<file path="config.mk">
export PLATFORM = sky130hd
export DESIGN_NAME = riscv_ifu_align
export DESIGN_NICKNAME = d
export VERILOG_FILES = /design/src/rtl/riscv_ifu_align.sv
export SDC_FILE = /design/constraint.sdc
export NUM_CORES = 1
export LEC_CHECK = 0
export ABC_AREA = 0
export CORE_ASPECT_RATIO = 1.2
export CORE_MARGIN = 1.5
export CORE_UTILIZATION = 40
export DETAILED_ROUTE_END_ITERATION = 8
export GPL_ROUTABILITY_DRIVEN = 0
export GPL_TIMING_DRIVEN = 0
export PLACE_DENSITY = 0.65
export SLEW_MARGIN = 20
export SYNTH_ARGS = -nofsm -noshare
export SYNTH_HDL_FRONTEND = slang
export SYNTH_SLANG_ARGS = --single-unit
</file>
<file path="constraint.sdc">
create_clock -name clock -period 6.3 [get_ports clock]
set_input_delay 1.26 -clock clock [delete_from_list [all_inputs] [get_ports clock]]
set_output_delay 1.26 -clock clock [all_outputs]
set_load 0.01 [all_outputs]
</file>
<file path="src/rtl/riscv_ifu_align.sv">
// rtl/riscv_ifu_align.sv - fetch-word to instruction aligner and issue sequencer for riscv_idu
// Optional RVC alignment is enabled by defining RISCV_C_EN.
module riscv_ifu_align #(
   parameter logic [31:0] RESET_ADDR = 32'h0000_0000
) (
   input  logic        clock,
   input  logic        reset,
   input  logic        redirect_vld,
   input  logic [31:0] redirect_addr,
   input  logic        fetch_vld,
   output logic        fetch_rdy,
   input  logic [31:0] fetch_addr,
   input  logic [31:0] fetch_data,
   output logic        ifu_vld,
   input  logic        ifu_rdy,
   output logic [31:0] ifu_addr,
   output logic [31:0] ifu_data
);

`ifdef RISCV_C_EN
   localparam logic [31:0] RESET_PC = {RESET_ADDR[31:1], 1'b0};
   typedef enum logic [1:0] {EMPTY, LO, HI, SPLIT} state_t;
`else
   localparam logic [31:0] RESET_PC = {RESET_ADDR[31:2], 2'b00};
   typedef enum logic {EMPTY, LO} state_t;
`endif

   state_t      state, nxt_state;
   logic [31:0] pc, nxt_pc, cur_word, nxt_word, redirect_pc;
   logic [31:0] iss_data, eff_word;
   logic        issue, have_word, consumed, out_free, flush;
   logic        unused_bits;
`ifdef RISCV_C_EN
   logic [15:0] hold, nxt_hold;
   logic [31:0] pc_p2;
   logic        eff_hi;
`endif

   assign out_free    = !ifu_vld || ifu_rdy;
   assign flush       = reset || redirect_vld;
   assign unused_bits = ^{fetch_addr[1:0], redirect_addr[1:0]};
`ifdef RISCV_C_EN
   assign redirect_pc = {redirect_addr[31:1], 1'b0};
   assign pc_p2       = pc + 32'd2;
`else
   assign redirect_pc = {redirect_addr[31:2], 2'b00};
`endif

   // A word accepted in EMPTY is aligned in the same cycle so its first
   // instruction is registered onto ifu_* at the accepting edge.
   always_comb begin
      nxt_state = state;
      nxt_pc    = pc;
      nxt_word  = cur_word;
      issue     = 1'b0;
      iss_data  = 32'h0;
      consumed  = 1'b0;
      have_word = 1'b0;
      eff_word  = cur_word;
`ifdef RISCV_C_EN
      nxt_hold  = hold;
      eff_hi    = (state == HI);
`endif
      case (state)
         EMPTY: begin
            if (fetch_vld && out_free && fetch_addr[31:2] == pc[31:2]) begin
               have_word = 1'b1;
               eff_word  = fetch_data;
`ifdef RISCV_C_EN
               eff_hi    = pc[1];
`endif
            end
         end
         LO: have_word = out_free;
`ifdef RISCV_C_EN
         HI: have_word = out_free;
         SPLIT: begin
            if (fetch_vld && out_free && fetch_addr[31:2] == pc_p2[31:2]) begin
               issue     = 1'b1;
               iss_data  = {fetch_data[15:0], hold};
               nxt_pc    = pc + 32'd4;
               nxt_word  = fetch_data;
               nxt_state = HI;
            end
         end
`endif
         default: ;
      endcase

      if (have_word) begin
`ifdef RISCV_C_EN
         if (!eff_hi) begin
            issue = 1'b1;
            if (eff_word[1:0] != 2'b11) begin
               iss_data  = {16'h0, eff_word[15:0]};
               nxt_pc    = pc + 32'd2;
               nxt_word  = eff_word;
               nxt_state = HI;
            end else begin
               iss_data = eff_word;
               nxt_pc   = pc + 32'd4;
               consumed = 1'b1;
            end
         end else if (eff_word[17:16] != 2'b11) begin
            issue    = 1'b1;
            iss_data = {16'h0, eff_word[31:16]};
            nxt_pc   = pc + 32'd2;
            consumed = 1'b1;
         end else begin
            nxt_hold  = eff_word[31:16];
            nxt_state = SPLIT;
         end
`else
         issue    = 1'b1;
         iss_data = eff_word;
         nxt_pc   = pc + 32'd4;
         consumed = 1'b1;
`endif
      end

      // A consumed word is replaced by a same-cycle fetch; nxt_pc is word aligned here.
      if (consumed) begin
         nxt_state = EMPTY;
         if (state != EMPTY && fetch_vld && fetch_addr[31:2] == nxt_pc[31:2]) begin
            nxt_word  = fetch_data;
            nxt_state = LO;
         end
      end
   end

   always_comb begin
      fetch_rdy = 1'b0;
      if (!flush) begin
         case (state)
            EMPTY:   fetch_rdy = out_free || (fetch_addr[31:2] != pc[31:2]);
`ifdef RISCV_C_EN
            SPLIT:   fetch_rdy = out_free;
`endif
            default: fetch_rdy = consumed;
         endcase
      end
   end

   always_ff @(posedge clock) begin
      if (flush) begin
         state    <= EMPTY;
         pc       <= reset ? RESET_PC : redirect_pc;
         cur_word <= 32'h0;
         ifu_vld  <= 1'b0;
`ifdef RISCV_C_EN
         hold     <= 16'h0;
`endif
         if (reset) begin
            ifu_addr <= 32'h0;
            ifu_data <= 32'h0;
         end
      end else begin
         state    <= nxt_state;
         pc       <= nxt_pc;
         cur_word <= nxt_word;
`ifdef RISCV_C_EN
         hold     <= nxt_hold;
`endif
         if (issue) begin
            ifu_vld  <= 1'b1;
            ifu_addr <= pc;
            ifu_data <= iss_data;
         end else if (ifu_rdy) begin
            ifu_vld <= 1'b0;
         end
      end
   end

endmodule

</file>
==> results of run 1 <==
-- area by class of cell --
class	count	area share, %
plain buffers	66	3.545
inverters	3	0.1177
well taps	216	2.825
repair buffers	160	16.85
clock inverters	13	1.949
clock buffers	19	4.735
multi-input cells	535	37.12
flip-flops and latches	126	32.86
-- power by group --
group	switching, mW	total (mW)	internal [mW]
sequential	0.0179	0.907	0.889
combinational	0.126	0.265	0.139
clock	0.371	1.05	0.684
-- worst max-delay path: stages --
cell and delay, ns:
clkdlybuf4s50_1 0.46, xnor2_1 0.37, nand4_1 0.19, or4_4 0.55, o21ai_0 0.37, clkbuf_1 0.44
clkbuf_1 0.57, nand2_1 0.40, nand2b_4 0.44, buf_12 0.28
-- how the worst max path moves through the flow --
| stage | cells past startpoint | endpoint | slack (ns) | startpoint |
|---|---|---|---|---|
| 5_1_grt | 10 | ifu_addr[8]$_SDFFCE_PN0P_ | 0.94 | fetch_addr[11] |
| 3_3_place_gp | 9 | ifu_addr[12]$_SDFFCE_PN0P_ | -0.90 | fetch_addr[26] |
| 4_1_cts | 10 | ifu_addr[8]$_SDFFCE_PN0P_ | 1.13 | fetch_addr[16] |
| 6_report | 10 | ifu_addr[7]$_SDFFCE_PN0P_ | 1.04 | fetch_addr[16] |
| 3_5_place_dp | 10 | ifu_addr[13]$_SDFFCE_PN0P_ | 0.74 | fetch_addr[26] |
| 2_1_floorplan | 8 | ifu_addr[10]$_SDFFCE_PN0P_ | 1.26 | fetch_addr[18] |
-- flip-flops by register name, summed over array words and instances (netlist names) --
| signal | cells |
|---|---|
| ifu_data | 32 |
| pc | 30 |
| cur_word | 32 |
| state | 1 |
| ifu_addr | 30 |
| ifu_vld | 1 |
-- logic make-up (layout without fill, tap and decap cells) --
logic type | count (synthesis) | after routing | synth area share (%)
AO/OA/AOI/OAI | 128 | 128 | 13.43
XOR/XNOR | 71 | 71 | 9.170
adder cells (fa/ha/maj) | 1 | 1 | 0.1780
buffers and inverters | 69 | 261 | 4.986
flip-flops | 126 | 126 | 44.73
multiplexers | 42 | 42 | 5.983
other | 1 | 2 | 0.05337
AND/OR/NAND/NOR | 291 | 291 | 21.47
-- routing by layer --
metal	wire (um)	up-vias
met5	0	-
met3	1270	51
met4	793	0
met2	10170	257
li1	-	2995
met1	8524	2882
-- layout by cell type, fill, tap and decap left out, drive strengths merged, types with 7 or more instances in the layout --
master | Yosys | layout
clkbuf | 38 | 57
dfxtp | 64 | 64
nand3 | 18 | 18
edfxtp | 62 | 62
o21ai | 7 | 7
and2 | 31 | 31
xor2 | 32 | 32
nand4 | 48 | 48
nor2 | 101 | 101
a21oi | 66 | 66
mux2i | 42 | 42
nor4 | 7 | 7
nor3 | 18 | 18
nand2 | 29 | 29
xnor2 | 39 | 39
o31ai | 36 | 36
clkdlybuf4s50 | 0 | 159
or4 | 8 | 8
buf | 28 | 29
-- through the flow --
stage	instances	area, um^2	TNS, ns	hold slack [ns]	power [mW]
2_1_floorplan	730	7030	0	0.4434	1.041
3_3_place_gp	1105	8892	-55.80	0.4506	1.186
3_5_place_dp	1106	8926	0	0.4608	1.187
4_1_cts	1138	9565	0	0.4685	2.243
5_1_grt	1138	9565	0	0.4769	2.296
6_report	1138	9565	0	0.4685	2.226
==> results.sh, run 1 <==
export IMPL_outcome="finished clean"
export IMPL_nets=1011
export IMPL_syn_cell_area_um2=7027
export IMPL_dr_pass1_iters=7
export IMPL_die_y_um=148.2
export IMPL_rsz0062_at_grt="no"
export IMPL_synth_warnings=0
export IMPL_reg2reg_from="pc[16]$_DFF_P_"
export IMPL_postSynthAreaPerCell_um2=9.639
export IMPL_die_w_um=124.0
export IMPL_worst_setup_path_type="input port to flop"
export IMPL_via_per_inst=5.435
export IMPL_grt_usage_pct=23.22
export IMPL_p_leak_nw=3.073
export IMPL_gr_total_overflow=0
export IMPL_fin_crit_ns=5.255
export IMPL_arrival_ns=5.36
export IMPL_grt_pass1_vias=6055
export IMPL_grt_use_met1_pct=28.20
export IMPL_yosys_top_cells_count="101 x nor2_1, 66 x a21oi_1, 64 x dfxtp_1"
export IMPL_post_cts_resized=0
export IMPL_clockBufferDepth=2
export IMPL_hold_viol_final=0
export IMPL_slew_viol_final=0
export IMPL_fill_cells=1548
export IMPL_maxCapViolCount=0
export IMPL_grt_pass1_wl_um=32330
export IMPL_syn_inst=729
export IMPL_fmax_mhz=190.3
export IMPL_dp_hpwl_um=15220
export IMPL_io_buffers=159
export IMPL_vias=6185
export IMPL_synth_most_common_cell="nor2_1"
export IMPL_wire_per_inst_um=18.25
export IMPL_critPathLaunchType="input port"
export IMPL_initial_core_util_pct=41.22
export IMPL_fin_util_pct=56.11
export IMPL_worst_pin_slew_ns=0.9466
export IMPL_power_density_nw_per_um2=232.7
export IMPL_drive_gt1_share_pct=10.52
export IMPL_ant_nets=0
export IMPL_rows=52
export IMPL_synth_seq_cells=126
export IMPL_clk_pin_slew_ns=0.05
export IMPL_routed_wl_um=20760
export IMPL_hold_path_end="cur_word[0]$_SDFFE_PN0P_"
export IMPL_cts_root_buf="clkbuf_16"
export IMPL_yosys_most_used_dff="dfxtp_1"
export IMPL_syn_to_final_growth_pct=36.13
export IMPL_cts_sinks=126
export IMPL_rrSetupSlack_ns=1.92
export IMPL_whs_path_depth=2
export IMPL_grtUsageMet2_pct=38.90
export IMPL_numCtsBuffers=17
export IMPL_die_area_um2=18370
export IMPL_r2r_cells=10
export IMPL_worst_slack_ns=1.045
export IMPL_period_share_pct=83.42
export IMPL_grt_use_met3_pct=5.100
export IMPL_synthArstFlopShare_pct=0
export IMPL_drt_iter0_drc=575
export IMPL_antenna_found_initial=0
export IMPL_top_usage_layer="met2"
export IMPL_worstHoldStart="cur_word[0]$_SDFFE_PN0P_"
export IMPL_clk_latency_ns=0.43
export IMPL_grt_max_degree=37
export IMPL_synth_edf_count=62
export IMPL_relSlewSlack_pct=36.89
export IMPL_dpl_worst_slack_ns=0.7358
export IMPL_rr_endpoint="ifu_addr[7]$_SDFFCE_PN0P_"
export IMPL_skew_ns=0.01070
export IMPL_critPathMaxFanout=36
export IMPL_core_um2=17050
export IMPL_ys_types=52
export IMPL_setup_viol=0
export IMPL_antenna_cells=0
export IMPL_synth_area_leaders="edfxtp_1 26%, dfxtp_1 18%, mux2i_1 6.0%, nor2_1 5.4%, o31ai_2 5.3%"
export IMPL_cts_hold_buf=0
export IMPL_cts_max_level=4
export IMPL_pin_count=167
export IMPL_drc=0
export IMPL_post_cts_buffers=0
export IMPL_min_path_type="flop to flop"
export IMPL_multi_input_area_um2=3551
export IMPL_cts_tree="yes"
export IMPL_synth_top_area_share_pct=26.50
export IMPL_synth_top_area_cell="edfxtp_1"
export IMPL_ir_worst_vdd_v=0.0001750
export IMPL_final_seq_area_um2=3143
export IMPL_synth_seq_area_share_pct=44.73
export IMPL_endpoint_kind="flop"
export IMPL_cp_required_ns=6.41
No activity file was read; power rests on OpenSTA's default activity.
==> run 2, diff against run 1 <==
- PLACE_DENSITY: 0.65 -> 0.67
- clock period: 6.3 -> 4.5 ns (I/O delays scaled with it)
==> run 2 against run 1 <==
Effect of this change:
- utilization increased by 0.43 points
- global-route usage shrank 0.45 points
- final cell count barely moved
- total power up 40%
- via count grew 1.5%
- combinational power rose by 43%
- first-iteration DRC count fell by 3.8%
- non-clock buffer count decreased by 1
- critical endpoint is now fetch_rdy
- highest routed layer unchanged
==> results.sh, run 2 (synthesis gave the netlist of run 1 again) <==
export IMPL_setup_viol=0
export IMPL_die_area_um2=18370
export IMPL_grt_use_met3_pct=4.831
export IMPL_initial_core_util_pct=41.22
export IMPL_grtUsageMet2_pct=38.48
export IMPL_relSlewSlack_pct=31.58
export IMPL_cts_max_level=4
export IMPL_clock_power_share_pct=47.2
export IMPL_cts_hold_buf=0
export IMPL_drive_gt1_share_pct=11.94
export IMPL_power_frac_comb_pct=12.1
export IMPL_grt_max_degree=43
export IMPL_grt_usage_pct=22.76
export IMPL_period_share_pct=97.28
export IMPL_core_um2=17050
export IMPL_numCtsBuffers=17
export IMPL_worst_setup_path_type="input port to output port"
export IMPL_nets=1010
export IMPL_dp_hpwl_um=15230
export IMPL_ir_worst_vdd_v=0.0002439
export IMPL_arrival_ns=3.48
export IMPL_sw_frac_of_total_pct=23.96
export IMPL_grt_pass1_vias=6162
export IMPL_rows=52
export IMPL_vias=6280
export IMPL_fmax_mhz=228.4
export IMPL_p_leak_nw=3.124
export IMPL_cts_sinks=126
export IMPL_endpoint_kind="output port"
export IMPL_clk_pin_slew_ns=0.06
export IMPL_io_buffers=159
export IMPL_final_seq_area_um2=3143
export IMPL_min_path_type="flop to flop"
export IMPL_power_density_nw_per_um2=324.0
export IMPL_dpl_worst_slack_ns=-0.6732
export IMPL_mostFrequentLayoutCells="159 x clkdlybuf4s50_1, 101 x nor2_1, 66 x a21oi_1"
export IMPL_dr_pass1_iters=5
export IMPL_rrSetupSlack_ns=0.16
export IMPL_fill_cells=1559
export IMPL_fin_crit_ns=4.378
export IMPL_via_per_inst=5.523
export IMPL_grt_pass1_wl_um=31850
export IMPL_critPathMaxFanout=4
export IMPL_multi_input_area_um2=3626
export IMPL_drt_iter0_drc=553
export IMPL_drc=0
export IMPL_die_y_um=148.2
export IMPL_p_sw_mw=0.7482
export IMPL_p_int_mw=2.375
export IMPL_r2r_cells=10
export IMPL_grt_use_met1_pct=27.81
export IMPL_seqPwrFrac_pct=40.7
export IMPL_cp_required_ns=3.60
export IMPL_skew_ns=0.009170
export IMPL_worst_pin_slew_ns=1.026
export IMPL_top_usage_layer="met2"
export IMPL_cts_tree="yes"
export IMPL_fin_setup_tns_ns=0
export IMPL_slew_viol_final=0
export IMPL_hold_viol_final=0
export IMPL_top_regs="cur_word (32), ifu_data (32)"
export IMPL_clockBufferDepth=2
export IMPL_routed_wl_um=20610
export IMPL_clk_latency_ns=0.42
export IMPL_antenna_found_initial=0
export IMPL_maxCapViolCount=0
export IMPL_die_w_um=124.0
export IMPL_cts_root_buf="clkbuf_16"
export IMPL_critPathLaunchType="input port"
export IMPL_pin_count=167
export IMPL_layout_cells_most_common="clkdlybuf4s50_1"
export IMPL_gr_total_overflow=0
export IMPL_outcome="finished clean"
export IMPL_power_mw=3.123
export IMPL_wire_per_inst_um=18.13
export IMPL_antenna_cells=0
export IMPL_ant_nets=0
export IMPL_worst_slack_ns=0.1225
export IMPL_rsz0062_at_grt="no"
export IMPL_syn_to_final_growth_pct=37.16
export IMPL_whs_path_depth=2
==> run 2: changes by cell type in the layout (fill, tap and decap cells not counted), moves of 2 or more <==
cell      previous run  this run
clkbuf_8             2         0
nor4_2               3         1
nor4_4               0         3
clkbuf_1            37        30
clkbuf_2             1         7
xnor2_2              3         7
xnor2_1             36        32
inv_6                2         4
==> run 2: what timing repair did <==
item                       CTS  global route
resized for setup            4            18
buffers inserted             0             0
setup endpoints to repair   72            76
hold endpoints to repair     0             0
==> run 2: final cells by class <==
| type | instances | area share [%] |
|---|---|---|
| Clock buffer | 17 | 4.414 |
| Clock inverter | 15 | 2.155 |
| Multi-Input combinational cell | 535 | 37.62 |
| Sequential cell | 126 | 32.61 |
| Inverter | 3 | 0.1168 |
| Timing Repair Buffer | 160 | 16.72 |
| Buffer | 65 | 3.557 |
| Tap cell | 216 | 2.804 |
==> run 2: worst max-delay path: stages <==
cell and delay (ns):
clkdlybuf4s50_1 0.48, xnor2_1 0.27, nand4_1 0.16, or4_4 0.58
nor3_1 0.32, nor2_1 0.07, nor2_1 0.10, nor2_1 0.05
clkdlybuf4s50_1 0.55
==> run 2: path summary, 6_finish.rpt <==
path,start,endpoint
hold reg to reg,cur_word[26]$_SDFFE_PN0P_,cur_word[26]$_SDFFE_PN0P_
setup reg to reg,pc[10]$_DFF_P_,cur_word[6]$_SDFFE_PN0P_
hold / removal,cur_word[26]$_SDFFE_PN0P_,cur_word[26]$_SDFFE_PN0P_
setup / recovery,fetch_addr[20],fetch_rdy
==> run 2: metal layers <==
metal,share of wire [%],vias up
li1,-,3002
met1,41,2979
met5,0,-
met4,3.5,0
met2,50,244
met3,5.7,55
==> run 2: power by group through the flow <==
stage          combinational (mW)  sequential (mW)  clock [mW]
3_5_place_dp                0.368             1.29           0
5_1_grt                     0.407             1.27        1.55
4_1_cts                     0.374             1.27        1.49
2_1_floorplan               0.151             1.30           0
3_3_place_gp                0.365             1.30           0
6_report                    0.379             1.27        1.47
==> run 2: through the flow <==
step	hold WS (ns)	instances	utilization, %	cell area, um^2
6_report	0.4682	1137	56.54	9638
5_1_grt	0.4775	1137	56.54	9638
4_1_cts	0.4680	1138	56.19	9578
3_5_place_dp	0.4608	1106	52.33	8920
3_3_place_gp	0.4506	1105	52.18	8895
2_1_floorplan	0.4434	730	-	7033
==> run 3, diff against run 2 <==
--- a/config.mk
+++ b/config.mk
@@ -18,2 +18,3 @@
 export SYNTH_HDL_FRONTEND = slang
 export SYNTH_SLANG_ARGS = --single-unit
+export TNS_END_PERCENT = 20
==> constraint.sdc (replaced) <==
create_clock -name clock -period 4.5 [get_ports clock]
set_input_delay 0.45 -clock clock [delete_from_list [all_inputs] [get_ports clock]]
set_output_delay 0.45 -clock clock [all_outputs]
set_load 0.01 [all_outputs]
==> run 3 against run 2 <==
Effect of this change:
- via count decreased by 2.1%
- clock power is 7% lower
- setup slack better by 0.087 ns
- register-to-register slack gained 0.05 ns
- fmax up 2.0%
- sequential power about the same
- first-iteration DRC count decreased by 13%
- non-clock buffer count is 1 higher
- critical path type is now flop to flop
- critical endpoint is now cur_word[23]$_SDFFE_PN0P_
- largest power group unchanged
- highest routed layer unchanged
==> results.sh, run 3 (synthesis gave the netlist of run 1 again) <==
export IMPL_layout_cells_most_common="clkdlybuf4s50_1"
export IMPL_final_seq_area_um2=3143
export IMPL_arrival_ns=4.59
export IMPL_endpoint_kind="flop"
export IMPL_rr_endpoint="cur_word[23]$_SDFFE_PN0P_"
export IMPL_initial_core_util_pct=41.22
export IMPL_nets=1011
export IMPL_vias=6151
export IMPL_drt_iter0_drc=481
export IMPL_grt_use_met1_pct=28.85
export IMPL_min_path_type="flop to flop"
export IMPL_r2r_cells=13
export IMPL_worstHoldStart="cur_word[9]$_SDFFE_PN0P_"
export IMPL_core_um2=17050
export IMPL_die_y_um=148.2
export IMPL_fmax_mhz=233.1
export IMPL_dp_hpwl_um=15220
export IMPL_ir_worst_vdd_v=0.0002453
export IMPL_drive_gt1_share_pct=10.63
export IMPL_grt_use_met3_pct=4.908
export IMPL_cts_root_buf="clkbuf_16"
export IMPL_outcome="finished clean"
export IMPL_cts_max_level=4
export IMPL_rows=52
export IMPL_dr_pass1_iters=5
export IMPL_drc=0
export IMPL_skew_ns=0.009057
export IMPL_ant_nets=0
export IMPL_power_density_nw_per_um2=314.7
export IMPL_cp_endpoint="cur_word[23]$_SDFFE_PN0P_"
export IMPL_die_area_um2=18370
export IMPL_rrSetupSlack_ns=0.21
export IMPL_worst_pin_slew_ns=0.8897
export IMPL_rsz0062_at_grt="yes"
export IMPL_worst_setup_path_type="flop to flop"
export IMPL_antenna_found_initial=0
export IMPL_fill_cells=1561
export IMPL_grt_max_degree=40
export IMPL_cts_tree="yes"
export IMPL_slew_viol_final=0
export IMPL_clockBufferDepth=2
export IMPL_antenna_cells=0
export IMPL_cp_required_ns=4.80
export IMPL_io_buffers=159
export IMPL_relSlewSlack_pct=40.69
export IMPL_setup_viol=0
export IMPL_critPathMaxFanout=10
export IMPL_cts_sinks=126
export IMPL_fin_util_pct=55.93
export IMPL_gr_total_overflow=0
export IMPL_top_usage_layer="met2"
export IMPL_cts_hold_buf=0
export IMPL_numCtsBuffers=17
export IMPL_critPathLaunchType="flop"
export IMPL_syn_to_final_growth_pct=35.68
export IMPL_hold_viol_final=0
export IMPL_dp_cells=1106
export IMPL_p_leak_nw=3.052
export IMPL_pin_count=167
export IMPL_grt_pass1_wl_um=32140
export IMPL_via_per_inst=5.405
export IMPL_clk_pin_slew_ns=0.06
export IMPL_clk_latency_ns=0.43
export IMPL_maxCapViolCount=0
export IMPL_fin_crit_ns=4.291
export IMPL_reg2reg_from="pc[3]$_DFF_P_"
export IMPL_wire_per_inst_um=17.95
export IMPL_post_cts_buffers=0
export IMPL_mostFrequentLayoutCells="159 x clkdlybuf4s50_1, 101 x nor2_1, 66 x a21oi_1"
export IMPL_grtUsageMet2_pct=38.12
export IMPL_die_w_um=124.0
export IMPL_crit_start="pc[3]$_DFF_P_"
export IMPL_multi_input_area_um2=3568
export IMPL_routed_wl_um=20430
export IMPL_instances_no_fill=1138
export IMPL_post_cts_resized=0
export IMPL_grt_pass1_vias=6102
export IMPL_period_share_pct=95.35
export IMPL_grt_usage_pct=23.08
export IMPL_top_regs="cur_word (32), ifu_data (32)"
-- run 3: metrics by stage --
| step | TNS (ns) | worst slack, ns | total power [mW] | instance area (um^2) | hold slack (ns) |
|---|---|---|---|---|---|
| finish | 0 | 0.2093 | 3.001 | 9534 | 0.4667 |
| detailed placement | -14.90 | -0.2684 | 1.662 | 8920 | 0.4592 |
| floorplan | 0 | 0.2746 | 1.457 | 7030 | 0.4434 |
| CTS | 0 | 0.05880 | 3.022 | 9509 | 0.4672 |
| global route | -0.1294 | -0.05514 | 3.101 | 9534 | 0.4800 |
| global placement | -116.03 | -1.817 | 1.661 | 8892 | 0.4506 |
-- run 3: area by class of cell --
type | count | share of cell area (%)
Sequential cell | 126 | 32.97
Timing Repair Buffer | 160 | 16.90
Buffer | 66 | 3.570
Clock inverter | 15 | 1.719
Multi-Input combinational cell | 535 | 37.43
Tap cell | 216 | 2.835
Inverter | 3 | 0.1181
Clock buffer | 17 | 4.462
-- run 3: how the worst min path moves through the flow --
stage	slack [ns]	depth (start not counted)	endpoint
2_1_floorplan	0.44	2	cur_word[19]$_SDFFE_PN0P_
3_3_place_gp	0.45	2	cur_word[20]$_SDFFE_PN0P_
3_5_place_dp	0.46	2	cur_word[12]$_SDFFE_PN0P_
4_1_cts	0.47	2	cur_word[12]$_SDFFE_PN0P_
5_1_grt	0.48	2	cur_word[15]$_SDFFE_PN0P_
6_report	0.47	2	cur_word[9]$_SDFFE_PN0P_
-- run 3: critical path, stage by stage, from the launching register on --
cell       delay, ns
dfxtp_1         0.47
ha_1            0.20
clkbuf_1        0.31
and3_1          0.22
clkbuf_1        0.32
nand3_1         0.19
a221o_1         0.38
a2111oi_0       0.40
nand4_1         0.28
or4_1           0.58
clkbuf_1        0.17
buf_2           0.24
o31ai_2         0.29
a21oi_1         0.09
-- run 3: routing by layer --
layer / part of all wire [%] / routed length (um)
met5: 0 / 0
met4: 3.5 / 707
met3: 5.4 / 1106
met2: 49 / 9973
met1: 42 / 8638
-- run 3: report_power, final --
part	internal (mW)	switching, mW	leakage (nW)
combinational	0.194	0.178	1.64
clock	0.818	0.540	0.272
sequential	1.24	0.0256	1.14
total	2.26	0.744	3.05
